===== src/rtl/serial_subtractor10_pkg.sv =====
// Shared types and defaults for the bit-serial subtractor.
package sub_pkg;
  localparam int WIDTH_DEF = 10;

  typedef enum logic [1:0] {
    IDLE = 2'd0,
    RUN  = 2'd1,
    DONE = 2'd2
  } state_t;
endpackage


===== src/rtl/serial_subtractor10_full_subtractor.sv =====
// One-bit full subtractor: d = a - b - bin, bout = borrow generated by this bit.
module full_subtractor (
  input  logic a,
  input  logic b,
  input  logic bin,
  output logic d,
  output logic bout
);
  assign d    = a ^ b ^ bin;
  assign bout = (~a & b) | (~a & bin) | (b & bin);
endmodule


===== src/rtl/serial_subtractor10.sv =====
// Bit-serial A - B - Bin: a single full-subtractor cell iterated LSB-first,
// with a start/busy/done handshake and held result registers.
//
// state | meaning
// IDLE  | ready for a new operation; results held
// RUN   | one operand bit per cycle through the cell, LSB first
// DONE  | results just updated; done pulse high this cycle
module serial_subtractor10
  import sub_pkg::*;
#(
  parameter int WIDTH = WIDTH_DEF,
  parameter int CNT_W = $clog2(WIDTH)
) (
  input  logic             clk,
  input  logic             rst_n,
  input  logic             start,
  input  logic [WIDTH-1:0] a,
  input  logic [WIDTH-1:0] b,
  input  logic             bin,
  output logic             ready,
  output logic             busy,
  output logic             done,
  output logic [WIDTH-1:0] diff,
  output logic             bout,
  output logic             ovf
);
  localparam logic [CNT_W-1:0] LAST = CNT_W'(WIDTH - 1);

  state_t           state;
  logic [WIDTH-1:0] sa;
  logic [WIDTH-1:0] sb;
  logic [WIDTH-1:0] work;
  logic [CNT_W-1:0] cnt;
  logic             borrow;
  logic             a_msb;
  logic             b_msb;
  logic             d_bit;
  logic             borrow_nxt;

  full_subtractor u_cell (
    .a    (sa[0]),
    .b    (sb[0]),
    .bin  (borrow),
    .d    (d_bit),
    .bout (borrow_nxt)
  );

  always_ff @(posedge clk) begin
    if (!rst_n) begin
      state  <= IDLE;
      ready  <= 1'b1;
      busy   <= 1'b0;
      done   <= 1'b0;
      diff   <= '0;
      bout   <= 1'b0;
      ovf    <= 1'b0;
      sa     <= '0;
      sb     <= '0;
      work   <= '0;
      cnt    <= '0;
      borrow <= 1'b0;
      a_msb  <= 1'b0;
      b_msb  <= 1'b0;
    end else begin
      case (state)
        IDLE: begin
          if (start) begin
            sa     <= a;
            sb     <= b;
            borrow <= bin;
            a_msb  <= a[WIDTH-1];
            b_msb  <= b[WIDTH-1];
            cnt    <= '0;
            ready  <= 1'b0;
            busy   <= 1'b1;
            state  <= RUN;
          end
        end
        RUN: begin
          sa     <= sa >> 1;
          sb     <= sb >> 1;
          borrow <= borrow_nxt;
          work   <= {d_bit, work[WIDTH-1:1]};
          cnt    <= cnt + CNT_W'(1);
          // Results are committed on the final bit's edge so they are
          // already valid in the cycle where done is high.
          if (cnt == LAST) begin
            diff  <= {d_bit, work[WIDTH-1:1]};
            bout  <= borrow_nxt;
            ovf   <= (a_msb != b_msb) && (d_bit != a_msb);
            done  <= 1'b1;
            state <= DONE;
          end
        end
        DONE: begin
          done  <= 1'b0;
          ready <= 1'b1;
          busy  <= 1'b0;
          state <= IDLE;
        end
        default: begin
          done  <= 1'b0;
          ready <= 1'b1;
          busy  <= 1'b0;
          state <= IDLE;
        end
      endcase
    end
  end
endmodule

===== config.mk =====
export PLATFORM = sky130hd
export DESIGN_NAME = serial_subtractor10
export DESIGN_NICKNAME = d
export VERILOG_FILES = /design/src/rtl/serial_subtractor10_pkg.sv /design/src/rtl/serial_subtractor10_full_subtractor.sv /design/src/rtl/serial_subtractor10.sv
export SDC_FILE = /design/constraint.sdc
export NUM_CORES = 1
export LEC_CHECK = 0
export BUFFER_PORTS_ARGS = -buffer_cell sky130_fd_sc_hd__buf_2
export CAP_MARGIN = 40
export CORE_MARGIN = 3
export CORE_UTILIZATION = 55
export CTS_CLUSTER_DIAMETER = 40
export CTS_CLUSTER_SIZE = 20
export DETAILED_ROUTE_END_ITERATION = 8
export HOLD_SLACK_MARGIN = 0.02
export MAX_ROUTING_LAYER = met4
export PLACE_DENSITY = 0.78
export SLEW_MARGIN = 25
export SYNTH_ARGS = -nofsm -noshare
export SYNTH_HDL_FRONTEND = slang
export SYNTH_HIERARCHICAL = 1
export SYNTH_SLANG_ARGS = --single-unit
export TNS_END_PERCENT = 100

===== constraint.sdc =====
create_clock -name clk -period 2 [get_ports clk]
set_clock_uncertainty 0.05 [all_clocks]
set_input_delay 0.2 -clock clk [delete_from_list [all_inputs] [get_ports clk]]
set_output_delay 0.2 -clock clk [all_outputs]
set_load 0.1 [all_outputs]

=== Word-level counts from Yosys, hierarchy flattened ===
Index checks and enable logic that the tools add are counted.

* Flip-flop bits (word level): 54
* Output and inout port bits: 15

* Add/sub/neg operators: 1
* Equal/unequal tests: 6
* Muxes and demuxes: 17
* Bitwise gates (word level): 10
* Reduce and logical (&&, ||, !) cells: 9

{| class="wikitable"
|+ Operators by type and width
! kind !! number
|-
| $pmux 10 s2 || 2
|-
| $mux 10 || 2
|-
| $reduce_and 2->1 || 6
|-
| $pmux 1 s2 || 4
|-
| $pmux 4 s2 || 1
|-
| $add 4x1->4 const B || 1
|-
| $eq 4x4->1 const B || 1
|-
| $mux 1 || 4
|-
| $mux 2 || 2
|-
| $mux 4 || 1
|-
| $ne 2x2->1 const B || 2
|-
| $pmux 2 s2 || 1
|-
| $and 1x1->1 || 3
|-
| $not 1->1 || 3
|-
| $eq 2x1->1 const B || 1
|-
| $logic_not 2->1 || 1
|-
| $ne 1x1->1 || 2
|-
| $or 1x1->1 || 2
|-
| $reduce_bool 2->1 || 1
|-
| $xor 1x1->1 || 2
|-
| $logic_and 1x1->1 || 1
|}

=== Longest topological paths before layout ===
Gate-level depths: netlist of run 1.

* Depth after elaboration: 5
* Gate-level depth with buffers: 6

=== By module ===
The synthesis of run 1 kept the hierarchy.

{| class="wikitable"
|+ Modules (own cells, without submodules)
! module !! instances !! cells each !! area each (um2) !! seq. area each (um2)
|-
| serial_subtractor10 || 1 || 260 || 2225.9 || 1061.0
|-
| full_subtractor || 1 || 3 || 27.5 || 0.0
|}

=== Worst setup path after synthesis of run 1 ===
No wires, ideal clock.

* Path kind: reg-to-reg
* Start point: register sa[0]
* End point: register ovf
* Arrival time: 1.264 ns
* Data required time: 1.826 ns
* Setup slack: 0.562 ns
* Cell stages (with the launch flop): 7
* Buffers on the path: 0
* Clock period less this slack: 1.438 ns
* Cell sequence: dfxtp_1 > inv_1 > fa_1 > inv_1 > and3b_1 > a21oi_1 > a211oi_1

* Longest elaborated chain between the ends: 4

{| class="wikitable"
|+ Ends and longest elaborated chain
! item !! line !! RTL
|-
| from (decl) || serial_subtractor10.sv:30 || <nowiki>logic [WIDTH-1:0] sa;</nowiki>
|-
| from (signal assigned) || serial_subtractor10.sv:80 || <nowiki>sa <= sa >> 1;</nowiki>
|-
| $xor 1x1->1 (2 in series) || serial_subtractor10_full_subtractor.sv:9 || <nowiki>assign d = a ^ b ^ bin;</nowiki>
|-
| named net d_bit || serial_subtractor10.sv:37 || <nowiki>logic d_bit;</nowiki>
|-
| $ne 1x1->1 || serial_subtractor10.sv:90 || <nowiki>ovf <= (a_msb != b_msb) && (d_bit != a_msb);</nowiki>
|-
| $logic_and 1x1->1 || serial_subtractor10.sv:90 ||
|-
| to (signal assigned) || serial_subtractor10.sv:90 ||
|-
| to (decl) || serial_subtractor10.sv:25 || <nowiki>output logic ovf</nowiki>
|}

The timed path passes the listed nets, and every way through them passes these cells.
A chain may end at the register's enable or synchronous reset.

=== Worst setup path in the final report of run 1 ===
* Start point: register state[0]
* End point: register ovf

* Longest elaborated chain between the ends: 2

{| class="wikitable"
|+ Ends and longest elaborated chain
! item !! line !! RTL
|-
| from (decl) || serial_subtractor10.sv:29 || <nowiki>state_t state;</nowiki>
|-
| from (signal assigned) || serial_subtractor10.sv:50 || <nowiki>state <= IDLE;</nowiki>
|-
| from (signal assigned) || serial_subtractor10.sv:76 || <nowiki>state <= RUN;</nowiki>
|-
| from (signal assigned) || serial_subtractor10.sv:92 || <nowiki>state <= DONE;</nowiki>
|-
| $eq 2x1->1 || serial_subtractor10.sv:65 || <nowiki>case (state)</nowiki>
|-
| $reduce_and 2->1 (no line) || n/a ||
|}

No other way between the ends.

==> results of run 1 <==
[worst max-delay path: stages (launching register included)]
cell                       delay, ns
sky130_fd_sc_hd__dfxtp_1        0.57
sky130_fd_sc_hd__and2b_1        0.62
sky130_fd_sc_hd__a21oi_1        0.13
sky130_fd_sc_hd__a211oi_1       0.22
[final cells by class]
class                      instances  area, um^2  share of cell area, %
sequential                        53        1060                   41.6
inverter                           8        30.0                   1.18
clock inverter                     2        37.5                   1.47
tap                               48        60.1                   2.36
multi-input combinational        180        1050                   41.2
timing repair buffer              43         228                   8.93
clock buffer                       6        82.6                   3.24
[worst paths after layout]
path                         startpoint            endpoint  slack [ns]  cells after the start
setup / recovery  state[0]$_SDFFE_PN0P_    ovf$_SDFFE_PN0P_        0.34                      3
hold reg to reg       busy$_SDFFE_PN0P_   busy$_SDFFE_PN0P_        0.40                      2
setup reg to reg  state[0]$_SDFFE_PN0P_    ovf$_SDFFE_PN0P_        0.34                      3
hold / removal                     b[9]  b_msb$_SDFFE_PN0P_        0.11                      3
[cell usage after synthesis, types with 2 or more instances]
| master | instances | area [um^2] |
|---|---|---|
| sky130_fd_sc_hd__clkbuf_2 | 2 | 10.0 |
| sky130_fd_sc_hd__nand2_1 | 19 | 71.3 |
| sky130_fd_sc_hd__mux2i_1 | 2 | 20.0 |
| sky130_fd_sc_hd__buf_2 | 10 | 50.1 |
| sky130_fd_sc_hd__nand3_1 | 13 | 65.1 |
| sky130_fd_sc_hd__inv_1 | 8 | 30.0 |
| sky130_fd_sc_hd__buf_4 | 2 | 15.0 |
| sky130_fd_sc_hd__ha_1 | 2 | 25.0 |
| sky130_fd_sc_hd__buf_1 | 2 | 7.51 |
| sky130_fd_sc_hd__nor2b_1 | 9 | 56.3 |
| sky130_fd_sc_hd__clkbuf_1 | 5 | 18.8 |
| sky130_fd_sc_hd__o21ai_0 | 27 | 135 |
| sky130_fd_sc_hd__o2bb2ai_1 | 9 | 78.8 |
| sky130_fd_sc_hd__a21oi_1 | 43 | 215 |
| sky130_fd_sc_hd__nor2_1 | 23 | 86.3 |
| sky130_fd_sc_hd__a32o_1 | 2 | 20.0 |
| sky130_fd_sc_hd__and3b_1 | 2 | 17.5 |
| sky130_fd_sc_hd__dfxtp_1 | 53 | 1060 |
| sky130_fd_sc_hd__o221a_2 | 6 | 67.6 |
| sky130_fd_sc_hd__a22o_1 | 2 | 17.5 |
| sky130_fd_sc_hd__a211oi_1 | 3 | 22.5 |
| sky130_fd_sc_hd__o22ai_1 | 4 | 25.0 |
[cells by family (layout without fill, tap and decap cells)]
family | count (synthesis) | after routing | share of synthesized area [%]
buffers and inverters | 30 | 59 | 6.33
DFF | 53 | 53 | 47.1
and+or+nand+nor | 74 | 74 | 16.1
muxes | 2 | 2 | 0.888
adders and majority gates | 3 | 3 | 2.00
AOI/OAI and AO/OA | 101 | 101 | 27.6
[flip-flops by register name, summed over array words and instances, names as in the netlist]
| signal | count |
|---|---|
| done | 1 |
| borrow | 1 |
| busy | 1 |
| cnt | 4 |
| sb | 10 |
| bout | 1 |
| ovf | 1 |
| a_msb | 1 |
| b_msb | 1 |
| state | 2 |
| diff | 10 |
| ready | 1 |
| work | 9 |
| sa | 10 |
[placed cells by master, fill, tap and decap left out, drive strengths merged, types with 2 or more instances in the layout]
cell type	count
and3b	2
dfxtp	53
buf	43
ha	2
mux2i	2
o22ai	4
nand3	13
o21ai	27
a211oi	3
o221a	6
nor2	23
inv	8
nor3b	2
a21oi	43
o2bb2ai	9
nor2b	9
nand2b	2
nand2	19
a32o	2
clkbuf	6
a22o	2
[metal layers]
layer  track usage, %  up-vias
met1             27.8      888
met3             5.76        9
li1                 -      983
met2             29.8       39
met5                -        -
met4             4.47        0
[power by group through the flow]
stage	combinational, W	clock [W]	sequential (W)
3_5_place_dp	0.000253	0	0.00116
2_1_floorplan	0.000174	0	0.00118
3_3_place_gp	0.000248	0	0.00116
4_1_cts	0.000254	0.000762	0.00114
6_report	0.000254	0.000742	0.00114
5_1_grt	0.000281	0.000811	0.00114
[through the flow]
stage / cells / cell area (um^2) / total power, W / setup WS (ns) / hold slack, ns
3_3_place_gp: 332 / 2430 / 0.00141 / 0.396 / 0.384
5_1_grt: 340 / 2550 / 0.00224 / 0.119 / 0.141
2_1_floorplan: 263 / 2250 / 0.00135 / 0.562 / 0.297
6_report: 340 / 2550 / 0.00213 / 0.336 / 0.115
3_5_place_dp: 332 / 2430 / 0.00141 / 0.353 / 0.385
4_1_cts: 340 / 2550 / 0.00215 / 0.339 / 0.109
==> impl_results.md, run 1 <==
- Outcome: finished clean
- First-pass GRT wire length: roughly 8000 um
- Unique masters post-synth: 37
- Max Used Layer: met4
- Clock root buffer: sky130_fd_sc_hd__clkbuf_8
- Setup Viol. Count Final: 0
- Clock slew at the register clock pins of the worst setup and hold paths: roughly 0.090 ns
- Type of the worst setup path: register to register
- Net count reported at finish: 318
- Number of vias in the routed layout: ~1900
- Switching component of the power: between 0.0005 and 0.0006 W
- Total track usage: between 20 and 25%
- Post_cts resized: 0
- Synthesized netlist net count: 290
- Max-slew violation count: 0
- Clock period minus worst slack: 1.66 ns
- Hold Vio Cnt, Final: 0
- Detail Route met2 WL: between 2000 and 2500 um
- Flops & latches, synth: 53
- Dominant synthesized flop cell: sky130_fd_sc_hd__dfxtp_1
- Filler Cells Inserted: about 310
- Share of flip-flops with an asynchronous set or reset: 0%
- Area delta synth->final: 13.1%
- Static leakage power: approximately 1.0 nW
- Maximum achievable frequency: 0.601 GHz
- Synthesized instance count: between 200 and 300
- Floorplan die area: a little under 0.005 mm^2
- Min-delay worst type: input pin to register
- Critical path startpoint category: register
- Max rail drop VDD: 0.000714 V
- Worst skew pair latency: ~0.30 ns
- Num CTS Buffers: 5
- Placeable core region: approximately 0.0038 mm^2
- Total number of yosys warnings: 6
- Gate power share: 11.9%
- Number of flops mapped to enable cells by yosys: 0
- Power per standard cell area: between 800 and 900 mW/mm^2
- Weighted congestion at the end of routability-driven global placement: around 0.76
- Wire length per cell after detailed routing: between 10 and 15 um
- Met3 layer wire length in the routed design: roughly 190 um
- Maximum number of pins on one net before global-route repair: 26
- Fraction of final layout cells sized beyond drive strength 1: 20.5%
- Switch share: 24.5%
- Buffer count from post-CTS setup fixing: 0
- CP arrival: 1.84 ns
- Die Height: about 70 um
- Portion of the clock cycle consumed by the worst path in the final layout: between 80% and 90%
- Htree depth: 2
- Sequential share of power: 53.3%
- Headroom to the max-slew limit: ~56%
- Slew of the pin with the lowest slew margin: 0.659 ns
- Summed instance area of the synthesized netlist: roughly 0.0023 mm^2
- Top-level port count: 39
- Std cell rows: 22
- Setup TNS: 0 ns
- Placed wire-length estimate after detailed placement: ~3000 um
- Final Util: 67.1%
- Detail Route Antenna Nets: 0
- Starting Density: 59.3%
- CTS max path bufs: 2
- Iter 0 DRT Violations: about 140
- Clock Power Share: about a third
- Horizontal die dimension: ~70 um
- RSZ-0062 raised after global routing: false
- Syn_area_per_cell: approximately 8.6 um^2
- First-pass iteration count of the detailed router: 4
- Met1 Wirelength: between 2000 and 2500 um
- Initial antenna violation count: 0
- Data required, critical path: 2.17 ns
- Sink Count: 53
- Cell-internal power: between 0.0015 and 0.002 W
- Maxcap violations: 0
- Sequential fraction of the synthesis area: 47.1%
- Number of vias per cell: around 5.6
- Via count of the first global-routing pass: 1765
- Setup crit end kind: register
- Remaining global-route overflow: 0
- Number of remaining DRC errors: 0
- Number of input and output port buffers inserted: 38
- Maximum fanout along the worst path: 22
- CTS Hold Bufs: 0
- Clock tree from TritonCTS: yes
- Total detailed-routing wirelength: roughly 4600 um
- Inserted Diodes: 0
No activity file was read; power rests on OpenSTA's default activity.
==> run 2, diff against run 1 <==
- CORE_UTILIZATION: 55 -> 49
- PLACE_DENSITY: 0.78 -> 0.74
- clock period: 2 -> 1.5 ns (I/O delays scaled with it)
==> run 2 against run 1 <==
- register-to-register slack worse by 0.30 ns
- die area is 11% higher
- routed wire length increased by 4.9%
- cell count up 2.9%
- via count grew 2.0%
- sequential power up 32%
- clock power grew 31%
- sequential cell count stayed put
- cell area rose by 3.4%
- power grew 34%
- combinational power up 46%
- worst hold slack got worse by 0.060 ns
==> impl_results.md, run 2 (synthesized netlist as in run 1, its figures left out) <==
- Power per standard cell area: ~1100 mW/mm^2
- Starting Density: ~51%
- Delay of the slowest cell on the worst path: 0.51 ns
- Outcome: finished clean
- Worst setup path end: ovf$_SDFFE_PN0P_
- Sink Count: 53
- Clock tree from TritonCTS: yes
- Setup Viol. Count Final: 0
- Placed wire-length estimate after detailed placement: 3210 um
- Path length in cells of the critical path: 6
- Type of the worst setup path: register to register
- Clock slew at the register clock pins of the worst setup and hold paths: roughly 0.10 ns
- WHS: approximately 0.054 ns
- Data required, critical path: 1.64 ns
- CP arrival: 1.60 ns
- Weighted congestion at the end of routability-driven global placement: around 0.77
- Total detailed-routing wirelength: slightly below 5000 um
- Horizontal die dimension: around 74 um
- Detail Route Antenna Nets: 0
- Top-level port count: 39
- Number of input and output port buffers inserted: 38
- RSZ-0062 raised after global routing: false
- First-pass GRT wire length: a little over 8000 um
- Placeable core region: about 0.0044 mm^2
- Library cell contributing the largest single delay on the critical path: sky130_fd_sc_hd__fa_1
- Min-delay worst type: input pin to register
- Most common cell after layout, fill and taps aside: sky130_fd_sc_hd__dfxtp_1
- Launch instance of the worst register-to-register path: sa[0]$_SDFFE_PN0P_
- Setup TNS: 0 ns
- Critical path startpoint category: register
- Hold Vio Cnt, Final: 0
- Commonest non-fill, non-tap cells in the layout: sky130_fd_sc_hd__dfxtp_1 (52), sky130_fd_sc_hd__a21oi_1 (42), sky130_fd_sc_hd__buf_2 (38)
- Total track usage: between 15 and 20%
- Buffer count from post-CTS setup fixing: 0
- Area delta synth->final: 16.9%
- Num CTS Buffers: 5
- Via count of the first global-routing pass: 1802
- Internal reg-to-reg setup slack: about 0.036 ns
- Cell depth of the worst flop-to-flop path: 6
- Setup crit end kind: register
- Die Height: roughly 74 um
- Iter 0 DRT Violations: 167
- Cell breakdown of the critical path: inv_1 -> fa_1 -> inv_2 -> and3b_1 -> a21oi_2 -> a211oi_1
- Capture point of the worst reg-to-reg path: ovf$_SDFFE_PN0P_
- Std cell rows: 24
- Maximum number of pins on one net before global-route repair: 29
- Floorplan die area: around 0.0054 mm^2
- First-pass iteration count of the detailed router: 4
- Placement-stage cell area: between 0.002 and 0.003 mm^2
- Max-slew violation count: 0
- Portion of the clock cycle consumed by the worst path in the final layout: 97.6%
- Wire length per cell after detailed routing: approximately 14 um
- Maximum fanout along the worst path: 3
- Design area: about 0.0026 mm^2
- CTS max path bufs: 2
- Buffer and inverter count on the worst path: 2
- Start point of the critical path: sa[0]$_SDFFE_PN0P_
- Inserted Diodes: 0
- Maximum achievable frequency: roughly 0.68 GHz
- Crit-path leading delay family: adder cells
- Fraction of final layout cells sized beyond drive strength 1: around 24%
- Headroom to the max-slew limit: just under 70%
- Largest registers ranked by flip-flop count: diff (10), sa (10), sb (10)
- Initial antenna violation count: 0
- Number of vias in the routed layout: approximately 2000
- Net count reported at finish: approximately 320
- Clock root buffer: sky130_fd_sc_hd__clkbuf_8
- Maxcap violations: 0
- Number of vias per cell: 5.59
- Clock period minus worst slack: ~1.5 ns
- Number of remaining DRC errors: 0
- Worst skew pair latency: 0.31 ns
- Remaining global-route overflow: 0
- CTS Hold Bufs: 0
- Static leakage power: roughly 1.1 nW
- Max rail drop VDD: 0.000656 V
- Htree depth: 2
- Slew of the pin with the lowest slew margin: around 0.49 ns
[run 2: cell type report]
type / count / area [um^2]
Clock buffer: 5 / 68.8
Clock inverter: 3 / 46.3
Fill cell: 393 / 1750
Inverter: 8 / 30.0
Multi-Input combinational cell: 180 / 1060
Sequential cell: 53 / 1060
Tap cell: 52 / 65.1
Timing Repair Buffer: 49 / 298
[run 2: how the worst min path moves through the flow]
stage | to | slack (ns) | from | cells after the start
floorplan | a_msb$_SDFFE_PN0P_ | 0.25 | a[9] | 2
global placement | a_msb$_SDFFE_PN0P_ | 0.36 | a[9] | 3
detailed placement | b_msb$_SDFFE_PN0P_ | 0.36 | b[9] | 3
CTS | b_msb$_SDFFE_PN0P_ | 0.04 | b[9] | 3
global route | b_msb$_SDFFE_PN0P_ | 0.08 | b[9] | 3
finish | b_msb$_SDFFE_PN0P_ | 0.05 | b[9] | 3
[run 2: worst reg2reg max path: stages, from the launching register on]
cell and delay (ns):
sky130_fd_sc_hd__dfxtp_2 0.33, sky130_fd_sc_hd__inv_1 0.05, sky130_fd_sc_hd__fa_1 0.51, sky130_fd_sc_hd__inv_2 0.05, sky130_fd_sc_hd__and3b_1 0.18, sky130_fd_sc_hd__a21oi_2 0.11
sky130_fd_sc_hd__a211oi_1 0.07
[run 2: power by group]
group / internal, W / switching, W / total, W / leakage (nW)
Sequential: 0.00147 / 0.0000410 / 0.00151 / 0.434
Combinational: 0.000153 / 0.000217 / 0.000370 / 0.566
Clock: 0.000500 / 0.000475 / 0.000974 / 0.0543
[run 2: metal layers]
layer	global-route usage [%]	routed length (um)	share of wire, %
met4	5.84	19	0.39
met3	4.79	235	4.9
met5	-	0	0
met1	26.4	2340	48
met2	28.2	2240	46
[run 2: timing repair]
item                       4_1_cts  5_1_grt
setup endpoints to repair        1       25
gates resized for setup          2        5
pin swaps                        1        1
[run 2: through the flow]
stage / worst slack, ns / power (W) / utilization, % / cells
2_1_floorplan: 0.0618 / 0.00180 / - / 263
3_3_place_gp: 0.0404 / 0.00190 / 57.1 / 342
3_5_place_dp: 0.00173 / 0.00190 / 57.1 / 342
4_1_cts: 0.0153 / 0.00287 / 59.8 / 350
5_1_grt: 0.000274 / 0.00298 / 60.1 / 350
6_report: 0.0362 / 0.00286 / 60.1 / 350
